<file path="config.mk">
export PLATFORM = sky130hd
export DESIGN_NAME = time_capture_writer
export DESIGN_NICKNAME = d
export VERILOG_FILES = /design/src/rtl/time_capture_writer.sv
export SDC_FILE = /design/constraint.sdc
export NUM_CORES = 1
export LEC_CHECK = 0
export CORE_UTILIZATION = 48
export DETAILED_ROUTE_END_ITERATION = 6
export PLACE_DENSITY = 0.81
export SLEW_MARGIN = 20
export SYNTH_ARGS = -nofsm -noshare
export SYNTH_HDL_FRONTEND = slang
export SYNTH_SLANG_ARGS = --single-unit
</file>
<file path="constraint.sdc">
create_clock -name ck100MHz -period 2.3 [get_ports ck100MHz]
set_input_delay 0.46 -clock ck100MHz [delete_from_list [all_inputs] [get_ports ck100MHz]]
set_output_delay 0.46 -clock ck100MHz [all_outputs]
set_load 0.005 [all_outputs]
</file>
<file path="src/rtl/time_capture_writer.sv">
// time_capture_writer
//
// Write-side engine for the time-domain display buffer. It watches a stream of
// 8-bit samples, arms on a level/slope trigger (or a timeout-forced trigger),
// writes one screen-width record into the sample RAM through port A, then holds
// until a frame sync so each displayed frame shows one coherent capture.
//
// Parameters:
//   cstSamples  samples per record, one per visible column (max 1024)
//   cstTimeout  valid samples waited while armed before a forced trigger
//               (0 disables the forced trigger)
//
// Ports:
//   ck100MHz     in   system clock, rising edge
//   rstN         in   asynchronous active-low reset
//   run          in   1 = keep capturing, 0 = stop after the current record
//   trigSlope    in   0 = rising, 1 = falling
//   trigLevel    in   [7:0] trigger threshold (unsigned)
//   sampleValid  in   one-cycle strobe qualifying sampleIn
//   sampleIn     in   [7:0] unsigned sample
//   frameSync    in   one-cycle pulse at start of vertical blank
//   decimFactor  in   [3:0] write one of every N samples in a record (0/1 = all)
//                     present only when TIME_CAPTURE_DECIM_EN is defined
//   enaTime      out  RAM port-A enable
//   weaTime      out  RAM port-A write enable
//   addraTime    out  [9:0] RAM port-A address
//   dinaTime     out  [7:0] RAM port-A data
//   busy         out  armed or capturing
//   captureDone  out  one-cycle pulse the cycle after the last write of a record
//   autoTrig     out  1 = last record started by timeout; updated at record start
//
// Optional feature macro: TIME_CAPTURE_DECIM_EN (capture decimation).

module time_capture_writer #(
  parameter int unsigned cstSamples = 640,
  parameter int unsigned cstTimeout = 4096
) (
  input  logic       ck100MHz,
  input  logic       rstN,
  input  logic       run,
  input  logic       trigSlope,
  input  logic [7:0] trigLevel,
  input  logic       sampleValid,
  input  logic [7:0] sampleIn,
  input  logic       frameSync,
`ifdef TIME_CAPTURE_DECIM_EN
  input  logic [3:0] decimFactor,
`endif
  output logic       enaTime,
  output logic       weaTime,
  output logic [9:0] addraTime,
  output logic [7:0] dinaTime,
  output logic       busy,
  output logic       captureDone,
  output logic       autoTrig
);

  // Timeout counter is at least one bit wide so cstTimeout = 0 still elaborates.
  localparam int unsigned TimeoutW    = (cstTimeout < 2) ? 1 : $clog2(cstTimeout + 1);
  localparam int unsigned TimeoutCntW = TimeoutW + 1;
  localparam logic [TimeoutCntW-1:0] TimeoutVal = TimeoutCntW'(cstTimeout);
  localparam logic [9:0] LastAddr = 10'(cstSamples - 1);

  // StDone is the cycle in which the last write is on the RAM port; captureDone
  // is registered out of it so the pulse lands one cycle after that write, and
  // frameSync arriving during that write cycle is deliberately not seen.
  typedef enum logic [2:0] {
    StIdle,
    StArmed,
    StCapture,
    StDone,
    StHold
  } state_e;

  state_e state_q, state_d;

  logic [7:0]          prev_sample_q, prev_sample_d;
  logic                prev_valid_q, prev_valid_d;
  logic [TimeoutW-1:0] tmo_cnt_q, tmo_cnt_d;
  logic [9:0]          sample_cnt_q, sample_cnt_d;
  logic                we_q, we_d;
  logic [9:0]          addr_q, addr_d;
  logic [7:0]          din_q, din_d;
  logic                done_q, done_d;
  logic                auto_trig_q, auto_trig_d;

  logic                   rise_hit;
  logic                   fall_hit;
  logic                   trig_real;
  logic                   trig_force;
  logic [TimeoutCntW-1:0] tmo_inc;
  logic                   tmo_sat;
  logic                   keep;

  // Trigger detection on the current sample against the previous valid one.
  always_comb begin
    rise_hit   = prev_valid_q && (prev_sample_q < trigLevel) && (sampleIn >= trigLevel);
    fall_hit   = prev_valid_q && (prev_sample_q > trigLevel) && (sampleIn <= trigLevel);
    trig_real  = trigSlope ? fall_hit : rise_hit;
    tmo_inc    = {1'b0, tmo_cnt_q} + TimeoutCntW'(1);
    tmo_sat    = &tmo_cnt_q;
    trig_force = (cstTimeout != 0) && (tmo_inc == TimeoutVal);
  end

`ifdef TIME_CAPTURE_DECIM_EN
  // dec_cnt counts valid samples since the last written one in a record.
  logic [3:0] dec_cnt_q, dec_cnt_d;

  always_comb begin
    if (decimFactor <= 4'd1) begin
      keep = 1'b1;
    end else begin
      keep = (dec_cnt_q == (decimFactor - 4'd1));
    end
  end

  always_comb begin
    dec_cnt_d = dec_cnt_q;
    if (state_q != StCapture) begin
      // The trigger sample is always written, so counting restarts there.
      dec_cnt_d = 4'd0;
    end else if (sampleValid) begin
      dec_cnt_d = keep ? 4'd0 : (dec_cnt_q + 4'd1);
    end
  end

  always_ff @(posedge ck100MHz or negedge rstN) begin
    if (!rstN) begin
      dec_cnt_q <= 4'd0;
    end else begin
      dec_cnt_q <= dec_cnt_d;
    end
  end
`else
  assign keep = 1'b1;
`endif

  always_comb begin
    state_d       = state_q;
    prev_sample_d = prev_sample_q;
    prev_valid_d  = prev_valid_q;
    tmo_cnt_d     = tmo_cnt_q;
    sample_cnt_d  = sample_cnt_q;
    we_d          = 1'b0;
    addr_d        = addr_q;
    din_d         = din_q;
    done_d        = 1'b0;
    auto_trig_d   = auto_trig_q;

    unique case (state_q)
      StIdle: begin
        prev_valid_d = 1'b0;
        tmo_cnt_d    = '0;
        if (run) begin
          state_d = StArmed;
        end
      end

      StArmed: begin
        if (!run) begin
          // Stop has priority over a trigger on the same cycle: nothing written.
          state_d = StIdle;
        end else if (sampleValid) begin
          prev_sample_d = sampleIn;
          prev_valid_d  = 1'b1;
          if (!tmo_sat) begin
            tmo_cnt_d = tmo_inc[TimeoutW-1:0];
          end
          if (trig_real || trig_force) begin
            we_d         = 1'b1;
            addr_d       = 10'd0;
            din_d        = sampleIn;
            sample_cnt_d = 10'd1;
            // A real trigger coinciding with the timeout counts as real.
            auto_trig_d  = !trig_real;
            prev_valid_d = 1'b0;
            tmo_cnt_d    = '0;
            state_d      = (LastAddr == 10'd0) ? StDone : StCapture;
          end
        end
      end

      StCapture: begin
        if (sampleValid && keep) begin
          we_d         = 1'b1;
          addr_d       = sample_cnt_q;
          din_d        = sampleIn;
          sample_cnt_d = sample_cnt_q + 10'd1;
          if (sample_cnt_q == LastAddr) begin
            state_d = StDone;
          end
        end
      end

      StDone: begin
        done_d  = 1'b1;
        state_d = StHold;
      end

      StHold: begin
        if (frameSync) begin
          state_d = run ? StArmed : StIdle;
        end
      end

      default: begin
        state_d = StIdle;
      end
    endcase
  end

  always_ff @(posedge ck100MHz or negedge rstN) begin
    if (!rstN) begin
      state_q       <= StIdle;
      prev_sample_q <= 8'd0;
      prev_valid_q  <= 1'b0;
      tmo_cnt_q     <= '0;
      sample_cnt_q  <= 10'd0;
      we_q          <= 1'b0;
      addr_q        <= 10'd0;
      din_q         <= 8'd0;
      done_q        <= 1'b0;
      auto_trig_q   <= 1'b0;
    end else begin
      state_q       <= state_d;
      prev_sample_q <= prev_sample_d;
      prev_valid_q  <= prev_valid_d;
      tmo_cnt_q     <= tmo_cnt_d;
      sample_cnt_q  <= sample_cnt_d;
      we_q          <= we_d;
      addr_q        <= addr_d;
      din_q         <= din_d;
      done_q        <= done_d;
      auto_trig_q   <= auto_trig_d;
    end
  end

  assign enaTime     = we_q;
  assign weaTime     = we_q;
  assign addraTime   = addr_q;
  assign dinaTime    = din_q;
  assign captureDone = done_q;
  assign autoTrig    = auto_trig_q;
  // StDone still has the final write on the port, so it counts as capturing.
  assign busy        = (state_q == StArmed) || (state_q == StCapture) || (state_q == StDone);

endmodule

</file>
Word level (Yosys, flattened, before mapping)
Cells that the tools add are included.

word-level totals
  flip-flop bits (word level) = 56
  bits in latches = 0
  memory bits (writable) = 0
  ROM bits = 0
  input bits = 22
  output and inout bits = 23
  logic and storage cells = 90
  memories = 0

cells by class
  $add $sub $neg = 2
  multiply operators = 0
  divide/modulo/power cells = 0
  order comparisons = 4
  equality and inequality tests = 16
  shifts and indexed selects = 0
  multiplexer cells = 40
  bitwise gates (word level) = 0
  reduce and logical (&&, ||, !) cells = 18

operators by type and width
  cell                                                   number
  two-way mux 10 bit                                     8
  two-way mux 13 bit                                     4
  one-hot mux 10 bit (2 select lines)                    2
  two-way mux 8 bit                                      4
  one-hot mux 13 bit (2 select lines)                    1
  two-way mux 3 bit                                      7
  one-hot mux 8 bit (2 select lines)                     1
  one-hot mux 3 bit (5 select lines)                     1
  adder 13 x 1 -> 14 bit, second input constant          1
  equality test 14 x 13 -> 1 bit, second input constant  1
  inequality test 2 bit, second input constant           7
  AND reduction 13 bit                                   1
  adder 10 x 1 -> 10 bit, second input constant          1
  equality test 10 bit, second input constant            1
  two-way mux 1 bit                                      10
  inequality test 3 bit, second input constant           3
  >= comparator 8 bit                                    1
  > comparator 8 bit                                     1
  <= comparator 8 bit                                    1
  < comparator 8 bit                                     1
  AND reduction 4 bit                                    2
  equality test 3 x 2 -> 1 bit, second input constant    2
  AND reduction 3 bit                                    2
  AND reduction 6 bit                                    1
  other kinds (9)                                        16

Depth between registers and ports, before layout
Gate-level depths: netlist of run 1.

  depth in word-level cells = 9
  gate-level depth with buffers = 11
  depth with buffers taken out = 9

Worst setup path before layout of run 1
No wires, ideal clock.

  kind = input to register
  start = input port trigLevel[1]
  end = register tmo_cnt_q[10]
  library setup time = 87 ps
  data arrival time = 2412 ps
  data required time = 2213 ps
  path slack = -199 ps
  cell stages on the path = 11
  buffers on the path = 2
  cell sequence = inv_1 ha_1 nor2b_1 o211ai_1 a21oi_1 a211o_1 mux2i_1 clkbuf_1 buf_1 nand3_1 o211ai_1

on the way
  word-level cells in the longest chain between the ends = 9
  elaborated cells between the ends (all ways) = 16
  classes of those cells = 4 x order compare; 1 x eq/ne; 5 x mux; 6 x reduce/logical

RTL lines
  item                                                             line    RTL
  start, declared                                                  42      input logic [7:0] trigLevel,
  < comparator 8 bit / > comparator 8 bit (equally long branches)  97, 98
  logical AND 1 bit (on tied branches) (2 in a row)                97, 98
  two-way mux 1 bit (*)                                            99      trig_real = trigSlope ? fall_hit : rise_hit;
  logical OR 1 bit (*)                                             169     if (trig_real || trig_force) begin
  two-way mux 13 bit                                               169
  two-way mux 13 bit                                               163     end else if (sampleValid) begin
  two-way mux 13 bit                                               160     if (!run) begin
  one-hot mux 13 bit (2 select lines)                              150     unique case (state_q)
  end signal, assigned                                             228     tmo_cnt_q <= tmo_cnt_d;
  end, declared                                                    79      logic [TimeoutW-1:0] tmo_cnt_q, tmo_cnt_d;

Mark *: on every way between the ends. The rest lies on a longest branch, timed or not. The select of a mux whose other input is x is not followed.
A chain may end at the register's enable or synchronous reset.

Final worst setup path of run 1
  start = register tmo_cnt_q[0]
  end = register din_q[6], in the netlist dinaTime[6]

on the way
  word-level cells in the longest chain between the ends = 5

RTL lines
  item                             line  RTL
  adder 13 x 1 -> 14 bit           100   tmo_inc = {1'b0, tmo_cnt_q} + TimeoutCntW'(1);
  equality test 14 x 13 -> 1 bit   102   trig_force = (cstTimeout != 0) && (tmo_inc == TimeoutVal);
  logical OR 1 bit                 169
  inequality test 2 bit (no line)  --
  AND reduction 5 bit (no line)    --
  end signal, assigned             232   din_q <= din_d;
  end, declared                    83    logic [7:0] din_q, din_d;

No other way between the ends.

==> summary.md, run 1 <==
| Metric | Value |
|---|---|
| Worst slew margin | 65.5% |
| Vias in the first global route | 3,149 |
| Max_cap viols | 0 |
| Main combinational cell family by area after synthesis | simple AND/OR/NAND/NOR gates |
| # fillers | 374 |
| Initial antenna violation count | 0 |
| Reg area | 1400 um^2 |
| Top cell type by total area after synthesis | dfrtp_1 |
| Crit-path leading delay family | simple AND/OR/NAND/NOR gates |
| Pre-Repair DR Iteration Count | 7 |
| Status | finished, violations left |
| CP Data Required Time | 2.51 ns |
| Crit path max fanout | 5 |
| Max H-tree Level | 2 |
| Routed WL | 9420 um |
| #FFs+latches synth | 56 |
| Floorplan row count | 29 |
| Mapped Nets | 383 |
| CTS tree | built |
| CP max stage delay | 0.62 ns |
| Power Total | 0.00294 W |
| Final setup margin | -0.152 ns |
| Hold_ws | 0.0916 ns |
| Maximum clock path buffer count | 2 |
| Setup crit end kind | register |
| Clk_lat worst skew | 0.32 ns |
| Wire length per cell | 18.2 um |
| Num CTS Buffers | 5 |
| P&R area growth vs syn | 46.1% |
| DR vias/cell | 6.05 |
| Slew at the pin closest to its max-slew limit | 0.518 ns |
| Clock slew at reported path FFs | 0.11 ns |
| XOR/XNOR share of the synthesized area | 2.17% |
| GR Overflow Total | 0 |
| Crit-path cells | ha_4 > nand2_4 > nor2_2 > o31ai_2 > o211ai_1 > or4_4 > o211a_4 > mux2_4 |
| RSZ-0062 raised after global routing | true |
| Reg2Reg Setup Slack | -0.15 ns |
| Critical Path End | dinaTime[6]$_DFFE_PN0P_ |
| Max Slew Vio Count | 0 |
| CTS Hold Bufs | 0 |
| Die width | 84.1 um |
| Mapped Cells | 343 |
| Pleak | 2.07 nW |
| Post-Synth Simple-Gate Area | 21.4% |
| Complex-gate fraction of the synthesized area | 13.6% |
| IO buf count | 44 |
| CP max-delay cell | or4_4 |
| Worst path bufs/invs | 0 |
| Asr flop ratio synth | 100% |
| Max Fclk | 408 MHz |
| Boundary Pins | 45 |
| Synth Cell Area | 3230 um^2 |
| Top-area cell type share of the netlist area | 43.3% |
| DRT iter0 DRCs | 324 |
| Primary flip-flop cell chosen by synthesis mapping | dfrtp_1 |
| Register area share after synthesis | 43.3% |
| Overall Global Routing Usage | 26.5% |
| ANT nets after route | 0 |
| DPL Wire Length | 5430 um |
| Crit. Startpoint | tmo_cnt_q[0]$_DFFE_PN0P_ |
| Die height | 84.1 um |
| Critical path depth | 8 |
| Crit start category | register |
| Starting Density | 50.3% |
| GP Congestion | 0.941 |
| Layout cell share with drive strength beyond 1 | 35.7% |
| Nets@finish | 481 |
| Mean Syn Cell Area | 9.43 um^2 |
| FF-to-FF Start | tmo_cnt_q[0]$_DFFE_PN0P_ |
| Yosys warnings | 0 |
| Worst Hold Class | in2async |
| DRC viols | 4 |
| Reg2Reg Depth | 8 |
| Unique cell type count in the Yosys netlist | 52 |
| Arrival time worst endpoint | 2.67 ns |
| Ant diodes | 0 |
| Vias post-DR | 3,139 |
| Power density over the cells | 623 nW/um^2 |
| Largest net degree at the start of global routing | 37 |
| Post-synthesis adder-cell area fraction | 6.97% |
| Ranking of synthesized cells by area | dfrtp_1 (43%), ha_1 (7.0%), nand2_1 (5.0%), mux2_2 (4.2%), nand3_1 (3.7%) |
| EDFF count, synth | 0 |
| Failing checks | DRC, setup timing |
| Max IR drop VDD | 0.532 mV |
| Finish-stage setup viols | 36 |
| Die area | 7070 um^2 |
| First-pass GRT wire length | 14,900 um |
| Footprint of the multi-input gates | 2090 um^2 |
| Setup Skew | 0.00710 ns |
| Hold Violations, Final | 0 |
| R2r endpoint | dinaTime[6]$_DFFE_PN0P_ |
| Clk sink count | 56 |
| Core area | 6420 um^2 |
| Clk root buf | clkbuf_8 |
| Mux contribution to synthesized area | 7.28% |
| CP Class | reg2reg |
| Post-Place Worst Slack | -0.877 ns |
| Fin crit share | 107% |
| Tmin final | 2.45 ns |
metal layers:
layer | up-vias | track usage (%) | routed length (um)
met5 | - | 0 | 0
met4 | 0 | 11.0 | 288
met3 | 33 | 4.85 | 541
met2 | 143 | 43.7 | 4560
met1 | 1531 | 34.3 | 4030
li1 | 1432 | - | -
state kept, by name, indices dropped and copies added, names as in the netlist:
signal         cells
addraTime         10
autoTrig           1
captureDone        1
dinaTime           8
enaTime            1
prev_sample_q      8
prev_valid_q       1
sample_cnt_q      10
state_q            3
tmo_cnt_q         13
timing repair:
| item | 4_1_cts | 5_1_grt |
|---|---|---|
| resized for setup | 83 | 19 |
| gates cloned | 2 | 0 |
| endpoints found under the setup margin | 46 | 46 |
| pin swaps | 34 | 18 |
| setup buffers | 6 | 9 |
layout by cell type (no fill, tap or decap), types with 5 or more instances in the layout:
cell type	synthesis	layout
a21oi_1	14	6
a21oi_2	1	8
and3_1	11	10
buf_4	4	48
buf_6	1	11
clkbuf_8	0	5
clkdlybuf4s50_1	0	27
dfrtp_1	56	56
dlygate4sd2_1	0	14
ha_4	0	13
inv_1	23	14
inv_2	1	10
mux2_2	12	7
mux2_4	4	9
nand2_1	43	41
nand3_1	24	20
nand4_1	14	14
nor2_1	22	20
nor3_1	7	6
o211ai_1	8	8
o21ai_0	14	14
o221ai_2	0	8
xor2_1	6	6
worst min path at each step:
stage,startpoint,endpoint,slack (ns),cells past startpoint
3_5_place_dp,rstN,tmo_cnt_q[4]$_DFFE_PN0P_,0.46,1
6_report,rstN,tmo_cnt_q[7]$_DFFE_PN0P_,0.09,1
5_1_grt,rstN,tmo_cnt_q[7]$_DFFE_PN0P_,0.12,1
4_1_cts,rstN,tmo_cnt_q[7]$_DFFE_PN0P_,0.11,1
3_3_place_gp,rstN,tmo_cnt_q[8]$_DFFE_PN0P_,0.46,1
2_1_floorplan,rstN,addraTime[0]$_DFFE_PN0P_,0.16,0
per-stage QoR:
step	setup TNS, ns	std cells	util [%]	instance area [um^2]
2_1_floorplan	-0.156	343	-	3270
3_3_place_gp	-29.44	494	63.3	4060
3_5_place_dp	-33.50	494	63.3	4060
4_1_cts	-1.51	510	71.2	4570
5_1_grt	-5.82	519	73.5	4720
6_report	-2.53	519	73.5	4720
cell usage after synthesis (8+ instances only):
master and n:
nand4_1 14, o211ai_1 8, o21ai_0 14, inv_1 23, a21oi_1 14, mux2_2 12
nor2_1 22, nand3_1 24, ha_1 18, o221ai_1 8, and3_1 11, dfrtp_1 56
nand2_1 43
power by group:
group / total [W] / internal [W] / leakage, nW / switching [W]
logic: 0.00105 / 0.000610 / 1.29 / 0.000440
clock network: 0.000588 / 0.000223 / 0.0423 / 0.000365
registers: 0.00130 / 0.00115 / 0.745 / 0.000148
total: 0.00294 / 0.00199 / 2.07 / 0.000953
layout make-up:
class,instances,area share (%)
clock buffer,5,1.46
timing repair buffer,105,20.0
multi-input combinational,249,44.3
clock inverter,3,0.556
sequential,56,29.7
tap,77,2.04
inverter,24,1.91
cells by family after synthesis:
logic type / count (synthesis)
DFF: 56
muxes: 20
adders and majority gates: 18
AOI/OAI and AO/OA: 64
buffers and inverters: 39
xor gates and xnor gates: 8
and+or+nand+nor: 138
Note: power is estimated with default switching activity, not from simulation.
==> run 2: changes to the inputs <==
ABC_CLOCK_PERIOD_IN_PS = 2300   (was not set)
==> results of run 2 <==
No change in the layout: final DEF, timing and power equal those of run 1.
